### src/rtl/nvio_memq.sv
// Memory request queue and 128-bit bus sequencer for the load/store path.
// In: req_* (ma/dat/sz/we/tag), ack_i/err_i/dat_i. Out: req_ready_o, bus cyc/stb/we/sel/adr/dat, rsp_*.
module nvio_memq #(
    parameter int DEPTH = 4,
    parameter int AW    = 32,
    parameter int TAGW  = 4
) (
    input  logic            clk_i,
    input  logic            rst_i,
    input  logic            req_valid_i,
    output logic            req_ready_o,
    input  logic            req_we_i,
    input  logic [2:0]      req_sz_i,
    input  logic [79:0]     req_ma_i,
    input  logic [79:0]     req_dat_i,
    input  logic [TAGW-1:0] req_tag_i,
    output logic            cyc_o,
    output logic            stb_o,
    output logic            we_o,
    output logic [15:0]     sel_o,
    output logic [AW-1:0]   adr_o,
    output logic [127:0]    dat_o,
    input  logic            ack_i,
    input  logic            err_i,
    input  logic [127:0]    dat_i,
    output logic            rsp_valid_o,
    output logic [TAGW-1:0] rsp_tag_o,
    output logic [79:0]     rsp_dat_o,
    output logic            rsp_err_o
);
    localparam int PW = $clog2(DEPTH);

    typedef enum logic [1:0] {IDLE, BEAT1, BEAT2, RESP} state_t;

    typedef struct packed {
        logic            we;
        logic [2:0]      sz;
        logic [AW-1:0]   ma;
        logic [79:0]     dat;
        logic [TAGW-1:0] tag;
    } entry_t;

    entry_t          mem_q [DEPTH];
    entry_t          head;
    logic [PW:0]     wr_ptr_q, wr_ptr_d, rd_ptr_q, rd_ptr_d;
    logic            full, empty, push, pop;

    state_t          state_q, state_d;
    logic            cyc_q, cyc_d, stb_q, stb_d, we_q, we_d;
    logic [15:0]     sel_q, sel_d;
    logic [AW-1:0]   adr_q, adr_d;
    logic [127:0]    dat_q, dat_d;
    logic [255:0]    buf_q, buf_d;
    logic            err_q, err_d;
    logic            rsp_valid_q, rsp_valid_d;
    logic [TAGW-1:0] rsp_tag_q, rsp_tag_d;
    logic [79:0]     rsp_dat_q, rsp_dat_d;
    logic            rsp_err_q, rsp_err_d;

    logic [3:0]      off, n;
    logic            split;
    logic [31:0]     m;
    logic [255:0]    s;
    logic [79:0]     ld_dat;
    logic            unused_ma;

    // Address bits above the bus width never reach the queue.
    assign unused_ma = ^req_ma_i[79:AW];

    // Extra pointer bit distinguishes full from empty.
    assign empty       = (wr_ptr_q == rd_ptr_q);
    assign full        = (wr_ptr_q[PW] != rd_ptr_q[PW]) &&
                         (wr_ptr_q[PW-1:0] == rd_ptr_q[PW-1:0]);
    assign req_ready_o = !full;
    assign push        = req_valid_i && !full;
    assign head        = mem_q[rd_ptr_q[PW-1:0]];

    always_ff @(posedge clk_i) begin
        if (push) begin
            mem_q[wr_ptr_q[PW-1:0]] <= '{we: req_we_i, sz: req_sz_i,
                                         ma: req_ma_i[AW-1:0],
                                         dat: req_dat_i, tag: req_tag_i};
        end
    end

    always_comb begin
        case (head.sz)
            3'd0:    n = 4'd1;
            3'd1:    n = 4'd2;
            3'd2:    n = 4'd4;
            3'd3:    n = 4'd5;
            3'd4:    n = 4'd8;
            default: n = 4'd10;
        endcase
    end

    assign off    = head.ma[3:0];
    assign split  = ({1'b0, off} + {1'b0, n}) > 5'd16;
    assign m      = ((32'd1 << n) - 32'd1) << off;
    assign s      = {176'b0, head.dat} << {off, 3'b000};
    // Two-beat buffer realigned to the request offset, trimmed to n bytes.
    assign ld_dat = 80'(buf_q >> {off, 3'b000}) &
                    ((80'd1 << {n, 3'b000}) - 80'd1);

    always_comb begin
        wr_ptr_d    = wr_ptr_q + {{PW{1'b0}}, push};
        rd_ptr_d    = rd_ptr_q + {{PW{1'b0}}, pop};
    end

    always_comb begin
        state_d     = state_q;
        cyc_d       = cyc_q;
        stb_d       = stb_q;
        we_d        = we_q;
        sel_d       = sel_q;
        adr_d       = adr_q;
        dat_d       = dat_q;
        buf_d       = buf_q;
        err_d       = err_q;
        rsp_valid_d = 1'b0;
        rsp_tag_d   = '0;
        rsp_dat_d   = '0;
        rsp_err_d   = 1'b0;
        pop         = 1'b0;
        unique case (state_q)
            IDLE: begin
                if (!empty) begin
                    cyc_d   = 1'b1;
                    stb_d   = 1'b1;
                    we_d    = head.we;
                    adr_d   = {head.ma[AW-1:4], 4'h0};
                    sel_d   = m[15:0];
                    dat_d   = s[127:0];
                    err_d   = 1'b0;
                    state_d = BEAT1;
                end
            end
            BEAT1: begin
                if (err_i || (ack_i && !split)) begin
                    err_d   = err_i;
                    if (!err_i) buf_d[127:0] = dat_i;
                    cyc_d   = 1'b0;
                    stb_d   = 1'b0;
                    we_d    = 1'b0;
                    sel_d   = '0;
                    adr_d   = '0;
                    dat_d   = '0;
                    state_d = RESP;
                end else if (ack_i) begin
                    buf_d[127:0] = dat_i;
                    adr_d   = adr_q + AW'(16);
                    sel_d   = m[31:16];
                    dat_d   = s[255:128];
                    state_d = BEAT2;
                end
            end
            BEAT2: begin
                if (err_i || ack_i) begin
                    err_d   = err_i;
                    if (!err_i) buf_d[255:128] = dat_i;
                    cyc_d   = 1'b0;
                    stb_d   = 1'b0;
                    we_d    = 1'b0;
                    sel_d   = '0;
                    adr_d   = '0;
                    dat_d   = '0;
                    state_d = RESP;
                end
            end
            RESP: begin
                rsp_valid_d = 1'b1;
                rsp_tag_d   = head.tag;
                rsp_err_d   = err_q;
                rsp_dat_d   = (head.we || err_q) ? 80'd0 : ld_dat;
                pop         = 1'b1;
                state_d     = IDLE;
            end
            default: state_d = IDLE;
        endcase
    end

    always_ff @(posedge clk_i or posedge rst_i) begin
        if (rst_i) begin
            wr_ptr_q    <= '0;
            rd_ptr_q    <= '0;
            state_q     <= IDLE;
            cyc_q       <= 1'b0;
            stb_q       <= 1'b0;
            we_q        <= 1'b0;
            sel_q       <= '0;
            adr_q       <= '0;
            dat_q       <= '0;
            buf_q       <= '0;
            err_q       <= 1'b0;
            rsp_valid_q <= 1'b0;
            rsp_tag_q   <= '0;
            rsp_dat_q   <= '0;
            rsp_err_q   <= 1'b0;
        end else begin
            wr_ptr_q    <= wr_ptr_d;
            rd_ptr_q    <= rd_ptr_d;
            state_q     <= state_d;
            cyc_q       <= cyc_d;
            stb_q       <= stb_d;
            we_q        <= we_d;
            sel_q       <= sel_d;
            adr_q       <= adr_d;
            dat_q       <= dat_d;
            buf_q       <= buf_d;
            err_q       <= err_d;
            rsp_valid_q <= rsp_valid_d;
            rsp_tag_q   <= rsp_tag_d;
            rsp_dat_q   <= rsp_dat_d;
            rsp_err_q   <= rsp_err_d;
        end
    end

    assign cyc_o       = cyc_q;
    assign stb_o       = stb_q;
    assign we_o        = we_q;
    assign sel_o       = sel_q;
    assign adr_o       = adr_q;
    assign dat_o       = dat_q;
    assign rsp_valid_o = rsp_valid_q;
    assign rsp_tag_o   = rsp_tag_q;
    assign rsp_dat_o   = rsp_dat_q;
    assign rsp_err_o   = rsp_err_q;
endmodule
### config.mk
export PLATFORM = sky130hd
export DESIGN_NAME = nvio_memq
export DESIGN_NICKNAME = d
export VERILOG_FILES = /design/src/rtl/nvio_memq.sv
export SDC_FILE = /design/constraint.sdc
export NUM_CORES = 2
export LEC_CHECK = 0
export ABC_AREA = 1
export BUFFER_PORTS_ARGS = -buffer_cell sky130_fd_sc_hd__buf_2
export CAP_MARGIN = 20
export CORE_MARGIN = 1.5
export CORE_UTILIZATION = 50
export CTS_BUF_LIST = sky130_fd_sc_hd__clkbuf_2
export DETAILED_ROUTE_END_ITERATION = 8
export GPL_ROUTABILITY_DRIVEN = 0
export PLACE_DENSITY = 0.7
export SLEW_MARGIN = 30
export SYNTH_ARGS = -nofsm -noshare
export SYNTH_HDL_FRONTEND = slang
export SYNTH_SLANG_ARGS = --single-unit
export TNS_END_PERCENT = 100
### constraint.sdc
create_clock -name clk_i -period 28.2 [get_ports clk_i]
set_input_delay 8.46 -clock clk_i [delete_from_list [all_inputs] [get_ports clk_i]]
set_output_delay 8.46 -clock clk_i [all_outputs]
set_load 0.03 [all_outputs]
After elaboration in Yosys (flattened, before gate mapping)
Memory sizes are Yosys's and may differ from the RTL's.
Cells that the tools add are included.
Word-level totals
  flip-flop bits (word level): 529
  RAM bits: 480
  bits of input ports: 301
  word-level logic and storage cells: 103
  memories kept: 1
Cells by class
  $add $sub $neg: 6
  $lt $le $gt $ge: 1
  equal/unequal tests: 15
  shift-type cells: 5
  muxes and demuxes: 41
  bitwise gates (word level): 2
  reductions and logical operators: 17
Memories
  mem_q: words 4, width 120, rd ports 1, clocked after Yosys merged registers in 0, wr ports 1, RTL line 43  | entry_t mem_q [DEPTH];
Operators by type and width (number)
  $mux 128: 7
  $pmux 128 s3: 1
  $shl 80x7->256: 1
  $shr 256x7->80: 1
  $mux 80: 2
  $mux 32: 4
  $pmux 32 s3: 1
  $and 80x80->80: 1
  $shl 1x7->80 const A: 1
  $sub 80x1->80 const B: 1
  $mux 16: 4
  $pmux 16 s3: 1
  $add 32x5->32 const B: 1
  $shl 1x4->32 const A: 1
  $shl 32x4->32: 1
  $sub 32x1->32 const B: 1
  $pmux 4 s5: 1
  $mux 1: 11
  $pmux 1 s3: 3
  $reduce_and 3->1: 3
  $mux 2: 4
  $ne 2x2->1 const B: 4
  $pmux 2 s4: 1
  $reduce_and 4->1: 2
  21 further kinds: 29

Depth between registers and ports, before layout
An unclocked memory read counts as a cell.
  depth after elaboration: 10
  gate-level depth with buffers: 26

Least setup slack after synthesis
Ideal clock, no wire load.
  kind: input to register
  start: in req_valid_i
  end: mem mem_q[2][0] (netlist bit) (enable)
  data arrival time: 16.684 ns
  slack: 10.769 ns
  stages: 2
  path buffers: 0
  cell sequence: nand2_1 > nor3_1
Between the ends
  word-level cells in the longest chain between the ends: 3
RTL lines
  start, declared: RTL line 10  | input logic req_valid_i,
  $logic_and 1x1->1: RTL line 75  | assign push = req_valid_i && !full;
  $mux 1: RTL line 79  | if (push) begin
  $mux 1 (implied by the code): RTL line 80  | mem_q[wr_ptr_q[PW-1:0]] <= '{we: req_we_i, sz: req_sz_i,
  end, declared: RTL line 43
Every way passes these cells.

Worst setup path after layout
  start: reg rd_ptr_q[1]
  end: out req_ready_o
Between the ends
  word-level cells in the longest chain between the ends: 3
RTL lines
  start, declared: RTL line 45  | logic [PW:0] wr_ptr_q, wr_ptr_d, rd_ptr_q, rd_ptr_d;
  start signal, assigned: RTL line 201  | rd_ptr_q <= rd_ptr_d;
  $eq 2x2->1: RTL line 73  | (wr_ptr_q[PW-1:0] == rd_ptr_q[PW-1:0]);
  $logic_and 1x1->1: RTL line 72  | assign full = (wr_ptr_q[PW] != rd_ptr_q[PW]) &&
  $logic_not 1->1: RTL line 74  | assign req_ready_o = !full;
  end, declared: RTL line 11  | output logic req_ready_o,
Every way passes these cells.

==> reports/qor.yml <==
ys_top_cells_by_area: "edfxtp_1 30%, dfrtp_1 25%, nand2_1 13%, o21ai_0 5.7%, nand3_1 3.5%"
cp.arrival_ps: 3770
hold_violations: 0
required_ps: 19740
cts_tree: "done"
num_io_pins: 567
antenna_found_initial: 60
ys_seq_elements: 949
nets: 6323
clkTransAtPathRegs_ps: 110
finalSetupTns_ps: 0
synth_edf_count: 480
fmax_mhz: 81.8
drc: 0
final-max-slew-violation-count: 0
status: "complete, no violations"
core_sq_um: 94900
yosys.cell_types.count: 68
critPathMaxFanout: 34
grt_max_degree: 198
fin_worst_skew_ps: 138
synthCells: 5582
track_usage_pct: 34.2
wirelength_um: 171000
wl_per_cell_um: 22.7
clk_latency_ps: 1610
fin_crit_ps: 12230
n_fill_cell: 8852
ys_seq_area_share_pct: 54.6
rsz0062_at_grt: "false"
num_vias: 43300
ctsHoldBuffers: 0
post-synth-top-count-cell: "nand2_1"
port_buffers: 514
synth_area_per_cell_sq_um: 8.57
yosysTopAreaCell: "edfxtp_1"
drv_cap: 0
htreeDepth: 4
worstSetupStartpointType: "register"
syn_area_sq_um: 47900
finalSetupViolations: 0
fp.dieArea_sq_um: 97600
die-width_um: 312
yosysWarningCount: 0
reg2regPathDepth: 18
hold_ws_ps: 448
dr.pass1.iters: 9
max_slew_margin_pct: 31.3
cp-end-kind: "primary output"
ant_nets: 0
synth_top_area_share_pct: 30.1
rows: 113
place_hpwl_um: 116000
grt_pass1_vias: 39000
cts_resized: 0
multi_input_area_sq_um: 18500
vias_per_cell: 5.77
area_growth_pct: 10.9
cts.sinks: 949
async_reset_ff_share_pct: 49.4
synth_common_cells: "1693 x nand2_1, 543 x o21ai_0, 480 x edfxtp_1, 469 x dfrtp_1, 342 x nor2_1"
drive_gt1_share_pct: 17.0
initial_utilization_pct: 50.4
die_y_um: 312
min_path_type: "reg -> reg"
post_cts_buffers: 0
drt_iter0_markers: 6380
min_period_over_period_pct: 43.4
grt_pass1_wl_um: 248000
min_path_cells: 2
grt_remaining_overflow: 0
synth_ff_type: "edfxtp_1"
regArea_sq_um: 26200
cts_root_buffer: "clkbuf_2"
cts_buffer_depth: 3
path_class: "reg -> out"
cts_buffers: 240
tightest_slew_ps: 1030
worst max-delay path: stages, from the launching register on:
cell     delay (ps)
dfrtp_4         700
inv_2           100
buf_4           450
nand2_1         120
a21oi_1         210
nand2_1         290
buf_2           290
layer usage:
| metal | vias up | routed length [um] | GRT usage [%] | part of all wire (%) |
|---|---|---|---|---|
| li1 | 19900 | - | - | - |
| met1 | 20300 | 69000 | 48.5 | 40 |
| met2 | 2762 | 68400 | 45.2 | 40 |
| met3 | 384 | 26900 | 15.5 | 16 |
| met4 | 36 | 6130 | 13.6 | 3.6 |
| met5 | - | 241 | 0 | 0.14 |
state kept, by name, indices dropped and copies added, names as in the netlist, 4 cells and up:
name and flops:
mem_q 480, adr_o 28, rsp_dat_o 80, rsp_tag_o 4, dat_o 128, sel_o 16
buf_q 200
per-stage QoR:
step / cells / util [%] / setup WS (ps) / area (sq um)
floorplan: 5587 / - / 6660 / 47900
global placement: 7026 / 53.2 / 16500 / 50500
detailed placement: 7026 / 53.3 / 16430 / 50500
CTS: 7470 / 55.8 / 15820 / 52900
global route: 7498 / 55.9 / 15740 / 53000
finish: 7511 / 55.9 / 15970 / 53100
layout make-up:
class,count,area share [%]
well taps,1265,2.98
diodes,39,0.184
inverters,346,2.51
clock buffers,357,3.37
repair buffers,561,5.75
clock inverters,87,1.09
multi-input cells,3907,34.8
flip-flops and latches,949,49.3
logic make-up (layout without fill, tap and decap cells):
kind of cell | Yosys count | in the layout | synth area share [%]
mux | 31 | 31 | 0.656
xor+xnor | 16 | 16 | 0.293
other cells | 2 | 46 | 0.0157
buf+inv | 731 | 1351 | 6.94
simple gates | 2510 | 2510 | 21.5
flops | 949 | 949 | 54.6
compound gates | 1326 | 1326 | 15.5
fa+ha+maj | 17 | 17 | 0.460
path summary, 6_finish.rpt:
check | startpoint | end | slack [ps]
worst min-delay path | err_q | rsp_err_o | 450
worst min register to register | err_q | rsp_err_o | 450
worst max register to register | rd_ptr_q[0] | adr_o[4] | 20810
worst max-delay path | rd_ptr_q[1] | req_ready_o | 15970
min in group asynchronous | rst_i | rsp_dat_o[59] | 6960
max in group asynchronous | rst_i | rd_ptr_q[0] | 19120
cells in the final DEF (no fill, tap or decap), types with 57 or more instances in the layout:
| cell | instances |
|---|---|
| nand2_1 | 1692 |
| o21ai_0 | 543 |
| buf_2 | 514 |
| edfxtp_1 | 480 |
| dfrtp_1 | 467 |
| clkbuf_2 | 357 |
| nor2_1 | 342 |
| nand3_1 | 332 |
| inv_1 | 327 |
| o21ai_1 | 257 |
| a21oi_1 | 251 |
| clkinv_1 | 57 |
Power is not shown: default switching activity piles up to over one toggle a cycle in this logic, so the estimate is an artifact.
